===== src/rtl/key_pkg.sv =====
// Shared definitions for the key input conditioner.
// Holds the per-key FSM state encoding, default timing constants and the
// key index map used by the mode/set logic.
package key_pkg;

    typedef enum logic [1:0] {
        IDLE        = 2'd0,
        PRESS_DEB   = 2'd1,
        HELD        = 2'd2,
        RELEASE_DEB = 2'd3
    } key_state_e;

    localparam int DEF_SYNC_STAGES    = 2;
    localparam int DEF_DEBOUNCE_TICKS = 4;
    localparam int DEF_REPEAT_DELAY   = 16;
    localparam int DEF_REPEAT_RATE    = 4;

    localparam int KEY_MODE = 0;
    localparam int KEY_ADD  = 1;

    // Width that holds the largest tick count any counter must reach.
    function automatic int cnt_width(input int a, input int b, input int c);
        int m;
        m = a;
        if (b > m) m = b;
        if (c > m) m = c;
        return $clog2(m + 1);
    endfunction

endpackage


===== src/rtl/key_input_conditioner_if.sv =====
// Key bus between the raw button pins / tick source and the conditioner.
//   tick        : one-cycle timing strobe from the display/clock counter
//   key_raw     : raw asynchronous key levels
//   key_level   : debounced pressed level (1 = pressed)
//   key_down    : one-cycle pulse on accepted press
//   key_up      : one-cycle pulse on accepted release
//   key_repeat  : one-cycle pulse per auto-repeat while held
//   key_event   : key_down | key_repeat
// master = stimulus side (drives tick/key_raw), slave = conditioner.
interface key_input_conditioner_if #(
    parameter int NUM_KEYS = 2
);
    logic                tick;
    logic [NUM_KEYS-1:0] key_raw;
    logic [NUM_KEYS-1:0] key_level;
    logic [NUM_KEYS-1:0] key_down;
    logic [NUM_KEYS-1:0] key_up;
    logic [NUM_KEYS-1:0] key_repeat;
    logic [NUM_KEYS-1:0] key_event;

    modport master (
        output tick, key_raw,
        input  key_level, key_down, key_up, key_repeat, key_event
    );

    modport slave (
        input  tick, key_raw,
        output key_level, key_down, key_up, key_repeat, key_event
    );
endinterface


===== src/rtl/key_debounce_fsm.sv =====
// Single-key conditioner: synchroniser, debounce/repeat FSM, counters and
// registered event outputs.
//   clock, reset  : system clock, asynchronous active-low reset
//   tick_i        : timing strobe; all debounce/repeat timing counts ticks
//   key_raw_i     : raw asynchronous key level
//   key_level_o   : debounced pressed level
//   key_down_o    : one-cycle pulse on accepted press
//   key_up_o      : one-cycle pulse on accepted release
//   key_repeat_o  : one-cycle pulse per auto-repeat while held
module key_debounce_fsm
    import key_pkg::*;
#(
    parameter int SYNC_STAGES    = DEF_SYNC_STAGES,
    parameter int DEBOUNCE_TICKS = DEF_DEBOUNCE_TICKS,
    parameter int REPEAT_DELAY   = DEF_REPEAT_DELAY,
    parameter int REPEAT_RATE    = DEF_REPEAT_RATE,
    parameter bit ACTIVE_HIGH    = 1'b1
) (
    input  logic clock,
    input  logic reset,
    input  logic tick_i,
    input  logic key_raw_i,
    output logic key_level_o,
    output logic key_down_o,
    output logic key_up_o,
    output logic key_repeat_o
);

    localparam int CNT_W = cnt_width(DEBOUNCE_TICKS, REPEAT_DELAY, REPEAT_RATE);
    typedef logic [CNT_W-1:0] cnt_t;

    localparam cnt_t DEB_LAST   = cnt_t'(DEBOUNCE_TICKS - 1);
    localparam cnt_t DELAY_LAST = cnt_t'(REPEAT_DELAY - 1);
    localparam cnt_t RATE_LAST  = cnt_t'(REPEAT_RATE - 1);
    localparam cnt_t CNT_SAT    = '1;
    localparam bit   REPEAT_EN  = (REPEAT_DELAY != 0);
    localparam logic RAW_IDLE   = ACTIVE_HIGH ? 1'b0 : 1'b1;

    logic [SYNC_STAGES-1:0] sync_q;
    logic                   pressed;

    key_state_e state_q, state_d;
    cnt_t       cnt_q, cnt_d;
    cnt_t       hold_q, hold_d;
    logic       rate_q, rate_d;   // 1 once the first repeat fired: count REPEAT_RATE
    logic       level_q, level_d;
    logic       down_q, down_d;
    logic       up_q, up_d;
    logic       rep_q, rep_d;

    function automatic cnt_t sat_inc(input cnt_t v);
        return (v == CNT_SAT) ? v : v + cnt_t'(1);
    endfunction

    // NOTE: sequential state uses non-blocking assignments so every flop
    // samples the pre-edge value of its neighbours, exactly like hardware.
    // The synchroniser resets to the released level so a key held through
    // reset is seen as a fresh press once reset lifts.
    always_ff @(posedge clock or negedge reset) begin
        if (!reset) sync_q <= {SYNC_STAGES{RAW_IDLE}};
        else        sync_q <= {sync_q[SYNC_STAGES-2:0], key_raw_i};
    end

    assign pressed = ACTIVE_HIGH ? sync_q[SYNC_STAGES-1] : ~sync_q[SYNC_STAGES-1];

    // NOTE: every variable gets a default before the case so no path leaves
    // one unassigned, which would infer a latch.
    always_comb begin
        state_d = state_q;
        cnt_d   = cnt_q;
        hold_d  = hold_q;
        rate_d  = rate_q;
        level_d = level_q;
        down_d  = 1'b0;
        up_d    = 1'b0;
        rep_d   = 1'b0;
        unique case (state_q)
            IDLE: begin
                if (pressed) begin
                    state_d = PRESS_DEB;
                    cnt_d   = '0;
                end
            end
            PRESS_DEB: begin
                if (!pressed) begin
                    state_d = IDLE;
                end else if (tick_i) begin
                    if (cnt_q == DEB_LAST) begin
                        state_d = HELD;
                        level_d = 1'b1;
                        down_d  = 1'b1;
                        hold_d  = '0;
                        rate_d  = 1'b0;
                    end else begin
                        cnt_d = sat_inc(cnt_q);
                    end
                end
            end
            HELD: begin
                // hold_q/rate_q are left untouched on release so a bounce-back
                // resumes the repeat cadence where it stopped.
                if (!pressed) begin
                    state_d = RELEASE_DEB;
                    cnt_d   = '0;
                end else if (tick_i) begin
                    if (REPEAT_EN && hold_q == (rate_q ? RATE_LAST : DELAY_LAST)) begin
                        rep_d  = 1'b1;
                        hold_d = '0;
                        rate_d = 1'b1;
                    end else begin
                        hold_d = sat_inc(hold_q);
                    end
                end
            end
            RELEASE_DEB: begin
                if (pressed) begin
                    state_d = HELD;
                end else if (tick_i) begin
                    if (cnt_q == DEB_LAST) begin
                        state_d = IDLE;
                        level_d = 1'b0;
                        up_d    = 1'b1;
                    end else begin
                        cnt_d = sat_inc(cnt_q);
                    end
                end
            end
            default: state_d = IDLE;
        endcase
    end

    always_ff @(posedge clock or negedge reset) begin
        if (!reset) begin
            state_q <= IDLE;
            cnt_q   <= '0;
            hold_q  <= '0;
            rate_q  <= 1'b0;
            level_q <= 1'b0;
            down_q  <= 1'b0;
            up_q    <= 1'b0;
            rep_q   <= 1'b0;
        end else begin
            state_q <= state_d;
            cnt_q   <= cnt_d;
            hold_q  <= hold_d;
            rate_q  <= rate_d;
            level_q <= level_d;
            down_q  <= down_d;
            up_q    <= up_d;
            rep_q   <= rep_d;
        end
    end

    assign key_level_o  = level_q;
    assign key_down_o   = down_q;
    assign key_up_o     = up_q;
    assign key_repeat_o = rep_q;

endmodule


===== src/rtl/key_input_conditioner.sv =====
// Key input conditioner: turns raw push-button levels into clean per-key
// press/release/repeat strobes for the mode/set state machine.
//   clock, reset : system clock, asynchronous active-low reset
//   kif (slave)  : tick and key_raw in; key_level, key_down, key_up,
//                  key_repeat and key_event (down | repeat) out
module key_input_conditioner
    import key_pkg::*;
#(
    parameter int NUM_KEYS       = 2,
    parameter int SYNC_STAGES    = DEF_SYNC_STAGES,
    parameter int DEBOUNCE_TICKS = DEF_DEBOUNCE_TICKS,
    parameter int REPEAT_DELAY   = DEF_REPEAT_DELAY,
    parameter int REPEAT_RATE    = DEF_REPEAT_RATE,
    parameter bit ACTIVE_HIGH    = 1'b1
) (
    input logic                    clock,
    input logic                    reset,
    key_input_conditioner_if.slave kif
);

    logic [NUM_KEYS-1:0] level;
    logic [NUM_KEYS-1:0] down;
    logic [NUM_KEYS-1:0] up;
    logic [NUM_KEYS-1:0] rep;

    for (genvar g = 0; g < NUM_KEYS; g++) begin : g_key
        key_debounce_fsm #(
            .SYNC_STAGES   (SYNC_STAGES),
            .DEBOUNCE_TICKS(DEBOUNCE_TICKS),
            .REPEAT_DELAY  (REPEAT_DELAY),
            .REPEAT_RATE   (REPEAT_RATE),
            .ACTIVE_HIGH   (ACTIVE_HIGH)
        ) u_fsm (
            .clock       (clock),
            .reset       (reset),
            .tick_i      (kif.tick),
            .key_raw_i   (kif.key_raw[g]),
            .key_level_o (level[g]),
            .key_down_o  (down[g]),
            .key_up_o    (up[g]),
            .key_repeat_o(rep[g])
        );
    end

    assign kif.key_level  = level;
    assign kif.key_down   = down;
    assign kif.key_up     = up;
    assign kif.key_repeat = rep;
    assign kif.key_event  = down | rep;

endmodule


===== src/flat_wrapper.sv =====
// flat-port wrapper written by rule: the top's interface ports become plain ports
module key_input_conditioner_flat import key_pkg::*;
#(
    parameter int NUM_KEYS       = 2,
    parameter int SYNC_STAGES    = DEF_SYNC_STAGES,
    parameter int DEBOUNCE_TICKS = DEF_DEBOUNCE_TICKS,
    parameter int REPEAT_DELAY   = DEF_REPEAT_DELAY,
    parameter int REPEAT_RATE    = DEF_REPEAT_RATE,
    parameter bit ACTIVE_HIGH    = 1'b1
)
  (clock, reset, kif_tick, kif_key_raw, kif_key_level, kif_key_down, kif_key_up, kif_key_repeat, kif_key_event);
  key_input_conditioner_if #(.NUM_KEYS(NUM_KEYS)) kif_i ();
  input logic clock;
  input logic reset;
  input wire logic [$bits(kif_i.tick)-1:0] kif_tick;
  input wire logic [$bits(kif_i.key_raw)-1:0] kif_key_raw;
  output wire logic [$bits(kif_i.key_level)-1:0] kif_key_level;
  output wire logic [$bits(kif_i.key_down)-1:0] kif_key_down;
  output wire logic [$bits(kif_i.key_up)-1:0] kif_key_up;
  output wire logic [$bits(kif_i.key_repeat)-1:0] kif_key_repeat;
  output wire logic [$bits(kif_i.key_event)-1:0] kif_key_event;
  assign kif_i.tick = kif_tick;
  assign kif_i.key_raw = kif_key_raw;
  assign kif_key_level = kif_i.key_level;
  assign kif_key_down = kif_i.key_down;
  assign kif_key_up = kif_i.key_up;
  assign kif_key_repeat = kif_i.key_repeat;
  assign kif_key_event = kif_i.key_event;
  key_input_conditioner #(.NUM_KEYS(NUM_KEYS), .SYNC_STAGES(SYNC_STAGES), .DEBOUNCE_TICKS(DEBOUNCE_TICKS), .REPEAT_DELAY(REPEAT_DELAY), .REPEAT_RATE(REPEAT_RATE), .ACTIVE_HIGH(ACTIVE_HIGH)) u_core (.clock(clock), .reset(reset), .kif(kif_i));
endmodule

===== config.mk =====
export PLATFORM = sky130hd
export DESIGN_NAME = key_input_conditioner_flat
export DESIGN_NICKNAME = d
export VERILOG_FILES = /design/src/rtl/key_pkg.sv /design/src/rtl/key_input_conditioner_if.sv /design/src/rtl/key_debounce_fsm.sv /design/src/rtl/key_input_conditioner.sv /design/src/flat_wrapper.sv
export SDC_FILE = /design/constraint.sdc
export NUM_CORES = 1
export LEC_CHECK = 0
export CAP_MARGIN = 20
export CORE_MARGIN = 4
export CORE_UTILIZATION = 30
export DETAILED_ROUTE_END_ITERATION = 10
export SYNTH_ARGS = -nofsm -noshare
export SYNTH_HDL_FRONTEND = slang
export SYNTH_SLANG_ARGS = --single-unit

===== constraint.sdc =====
create_clock -name clock -period 5.5 [get_ports clock]
set_clock_uncertainty 0.15 [all_clocks]
set_input_delay 1.65 -clock clock [delete_from_list [all_inputs] [get_ports clock]]
set_output_delay 1.65 -clock clock [all_outputs]
set_load 0.02 [all_outputs]

==> reports/metrics.csv <==
metric;value;unit
status;completed;
irDropWorstVdd;0.1477;mV
fillCellCount;639;
netlist_area;1991;um^2
pin_count;15;
cts_root_buf;clkbuf_8;
grt_start_max_net_pins;39;
route.vias.total;1400;
diodes;0;
path_buf_inv;2;
path_clk_slew;0.08;ns
numPortBuffers;14;
cp_max_fo;8;
cellPowerDensity;434.5;nW/um^2
drt_wl_total;3601;um
area_delta_synth_final;14.71;%
crit_path_max_incr_delay;0.62;ns
setup_viol;0;
startpoint_type;primary input;
post_cts_buffers;0;
rows;29;
holdBufCountCts;0;
grt_antenna_before_repair;0;
synthXorXnorAreaFrac;0.8799;%
cts-buffers-inserted;5;
period_share;63.09;%
core;6386;um^2
postSynthCellCount;198;
period_minus_slack;3.470;ns
cts_sinks;38;
die-area;8003;um^2
synth_nets;211;
synth_mux_area_share;2.263;%
met2_usage;14.60;%
fin_nets;220;
hold_path.class;reg2reg;
ys_warn_count;0;
dr.pass1.iters;4;
p_leak;1.016;nW
tightest_slew;0.8376;ns
cp-end-kind;flip-flop;
final.setup.tns;0;ns
postLayoutCoreUtil;35.76;%
synth-seq-cells;38;
cts_tree;built;
place_hpwl;2480;um
antenna_left;0;
slew_headroom;44.16;%
synth_top_family_by_area;simple AND/OR/NAND/NOR gates;
h-tree-depth;2;
synth-compound-area-share;16.66;%
clock_latency;0.30;ns
globalRouteTotalUtil;10.08;%
cp_top_family;simple AND/OR/NAND/NOR gates;
drc;0;
dieWidth;89.46;um
stdcell_area;2283;um^2
cp_cell_sequence;clkdlybuf4s50_1 -> inv_1 -> or3_1 -> or4_1 -> nand2_1 -> a22o_1;
drt_iter0_markers;70;
fp.dieH;89.46;um
place_area;2146;um^2
drive_gt1_share;12.02;%
synth-seq-area-share;47.77;%
rsz0062_at_grt;no;
cp_slowest_cell;clkdlybuf4s50_1;
maxSlewViolCount;0;
cts_resized;0;
hold_viol_final;0;
max_clock_freq;0.2882;GHz
grt-ovfl-total;0;
gp_congestion;0.7801;
synthSimpleGateAreaFrac;22.25;%
grt_util_met3;2.581;%
grt_pass1_wl;6127;um
required;5.59;ns
clock_path_buffers;2;
wire_per_inst;12.64;um
cp.arrival;3.56;ns
met1_usage;13.50;%
grt_most_used_layer;met2;
grt_pass1_vias;1349;
synth_cell_types;34;
vias_per_cell;4.912;
synthAdderAreaFrac;5.028;%
maxCapViolations;0;
avgSynthCellArea;10.05;um^2
start_util;31.17;%
critPathKind;in2reg;
## metal layers
layer	vias up	routed length, um
met3	4	114
met5	-	0
met2	19	1567
li1	721	-
met4	0	80
met1	656	1838
## kinds of logic after synthesis
| group | after synthesis |
|---|---|
| fa+ha+maj | 8 |
| buf+inv | 19 |
| simple gates | 80 |
| mux | 4 |
| xor+xnor | 2 |
| flops | 38 |
| compound gates | 47 |
## registers in the layout, summed over array words and instances (netlist names), named ones only
register,count
u_core.g_key.u_fsm.key_down_o,2
u_core.g_key.u_fsm.key_up_o,2
u_core.g_key.u_fsm.cnt_q,10
u_core.g_key.u_fsm.key_repeat_o,2
u_core.g_key.u_fsm.state_q,2
u_core.g_key.u_fsm.key_level_o,2
u_core.g_key.u_fsm.hold_q,10
u_core.g_key.u_fsm.rate_q,2
u_core.g_key.u_fsm.sync_q,4
## report_power, final
part           switching [W]  internal (W)
clock               0.000108      0.000182
combinational       0.000148      0.000126
sequential         0.0000835      0.000345
total               0.000340      0.000653
## synth_stat cells
cell       number  share of area [%]
a2111oi_0       1               0.44
a211oi_2        2                1.3
a21oi_1         5                1.3
a22o_1         14                6.2
a2bb2oi_1       2               0.88
and2_2          1               0.38
and3_1          5                1.6
and3_2          1               0.38
buf_4           8                3.0
clkbuf_1        3               0.57
clkbuf_2        1               0.25
dfrtp_1        38                 48
ha_1            8                5.0
inv_1           7                1.3
mux2_2          4                2.3
nand2_1        20                3.8
nand2b_1        8                2.5
nand3_1         6                1.5
nand3b_1        4                1.5
nor2_1         15                2.8
nor2b_1         3               0.94
nor3_1          4                1.0
nor4b_2         2                1.5
o21ai_0        18                4.5
o21ai_2         2               0.88
o2bb2ai_1       2               0.88
o31ai_1         1               0.38
or2_2           2               0.63
or3_1           2               0.63
or3_4           1               0.57
or3b_1          1               0.44
or3b_4          1               0.57
or4_1           4                1.5
xnor2_1         2               0.88
## layout by cell type (no fill, tap or decap), types with 6 or more instances in the layout
cell             count
nand2_1             20
o21ai_0             18
nand2b_1             8
nor2_1              15
dfrtp_1             38
inv_1                7
nand3_1              6
ha_1                 8
a22o_1              14
clkdlybuf4s50_1     13
## metrics by stage
stage / instances / setup WS, ns / total power [W] / hold slack, ns
after global placement: 277 / 1.761 / 0.0007038 / 0.1839
after CTS: 285 / 2.028 / 0.001007 / 0.2065
after floorplan: 198 / 2.510 / 0.0006415 / 0.1812
after global routing: 285 / 1.892 / 0.001071 / 0.2174
after detailed placement: 277 / 1.707 / 0.0007119 / 0.1878
final: 285 / 2.030 / 0.0009923 / 0.2028
## area by class of cell
class                      count  area (um^2)  share of cell area [%]
multi-input combinational    141        937.1                   41.04
inverter                       7        26.28                   1.151
tap                           77        96.34                   4.219
clock inverter                 3        68.82                   3.014
timing repair buffer          14        135.1                   5.918
clock buffer                   5        68.82                   3.014
sequential                    38        950.9                   41.64
## final timing paths
kind                                            startpoint                                to  slack, ns  depth (start not counted)
setup / recovery                                  kif_tick    u_core.g_key[1].u_fsm.cnt_q[3]       2.03                          6
hold / removal             u_core.g_key[0].u_fsm.sync_q[0]   u_core.g_key[0].u_fsm.sync_q[1]       0.20                          0
setup reg to reg            u_core.g_key[1].u_fsm.cnt_q[0]    u_core.g_key[1].u_fsm.cnt_q[3]       3.17                          7
hold reg to reg            u_core.g_key[0].u_fsm.sync_q[0]   u_core.g_key[0].u_fsm.sync_q[1]       0.20                          0
max in group asynchronous                            reset  u_core.g_key[0].u_fsm.state_q[0]       3.37                          1
min in group asynchronous                            reset    u_core.g_key[1].u_fsm.cnt_q[4]       1.30                          1
Note: power is estimated with default switching activity, not from simulation.
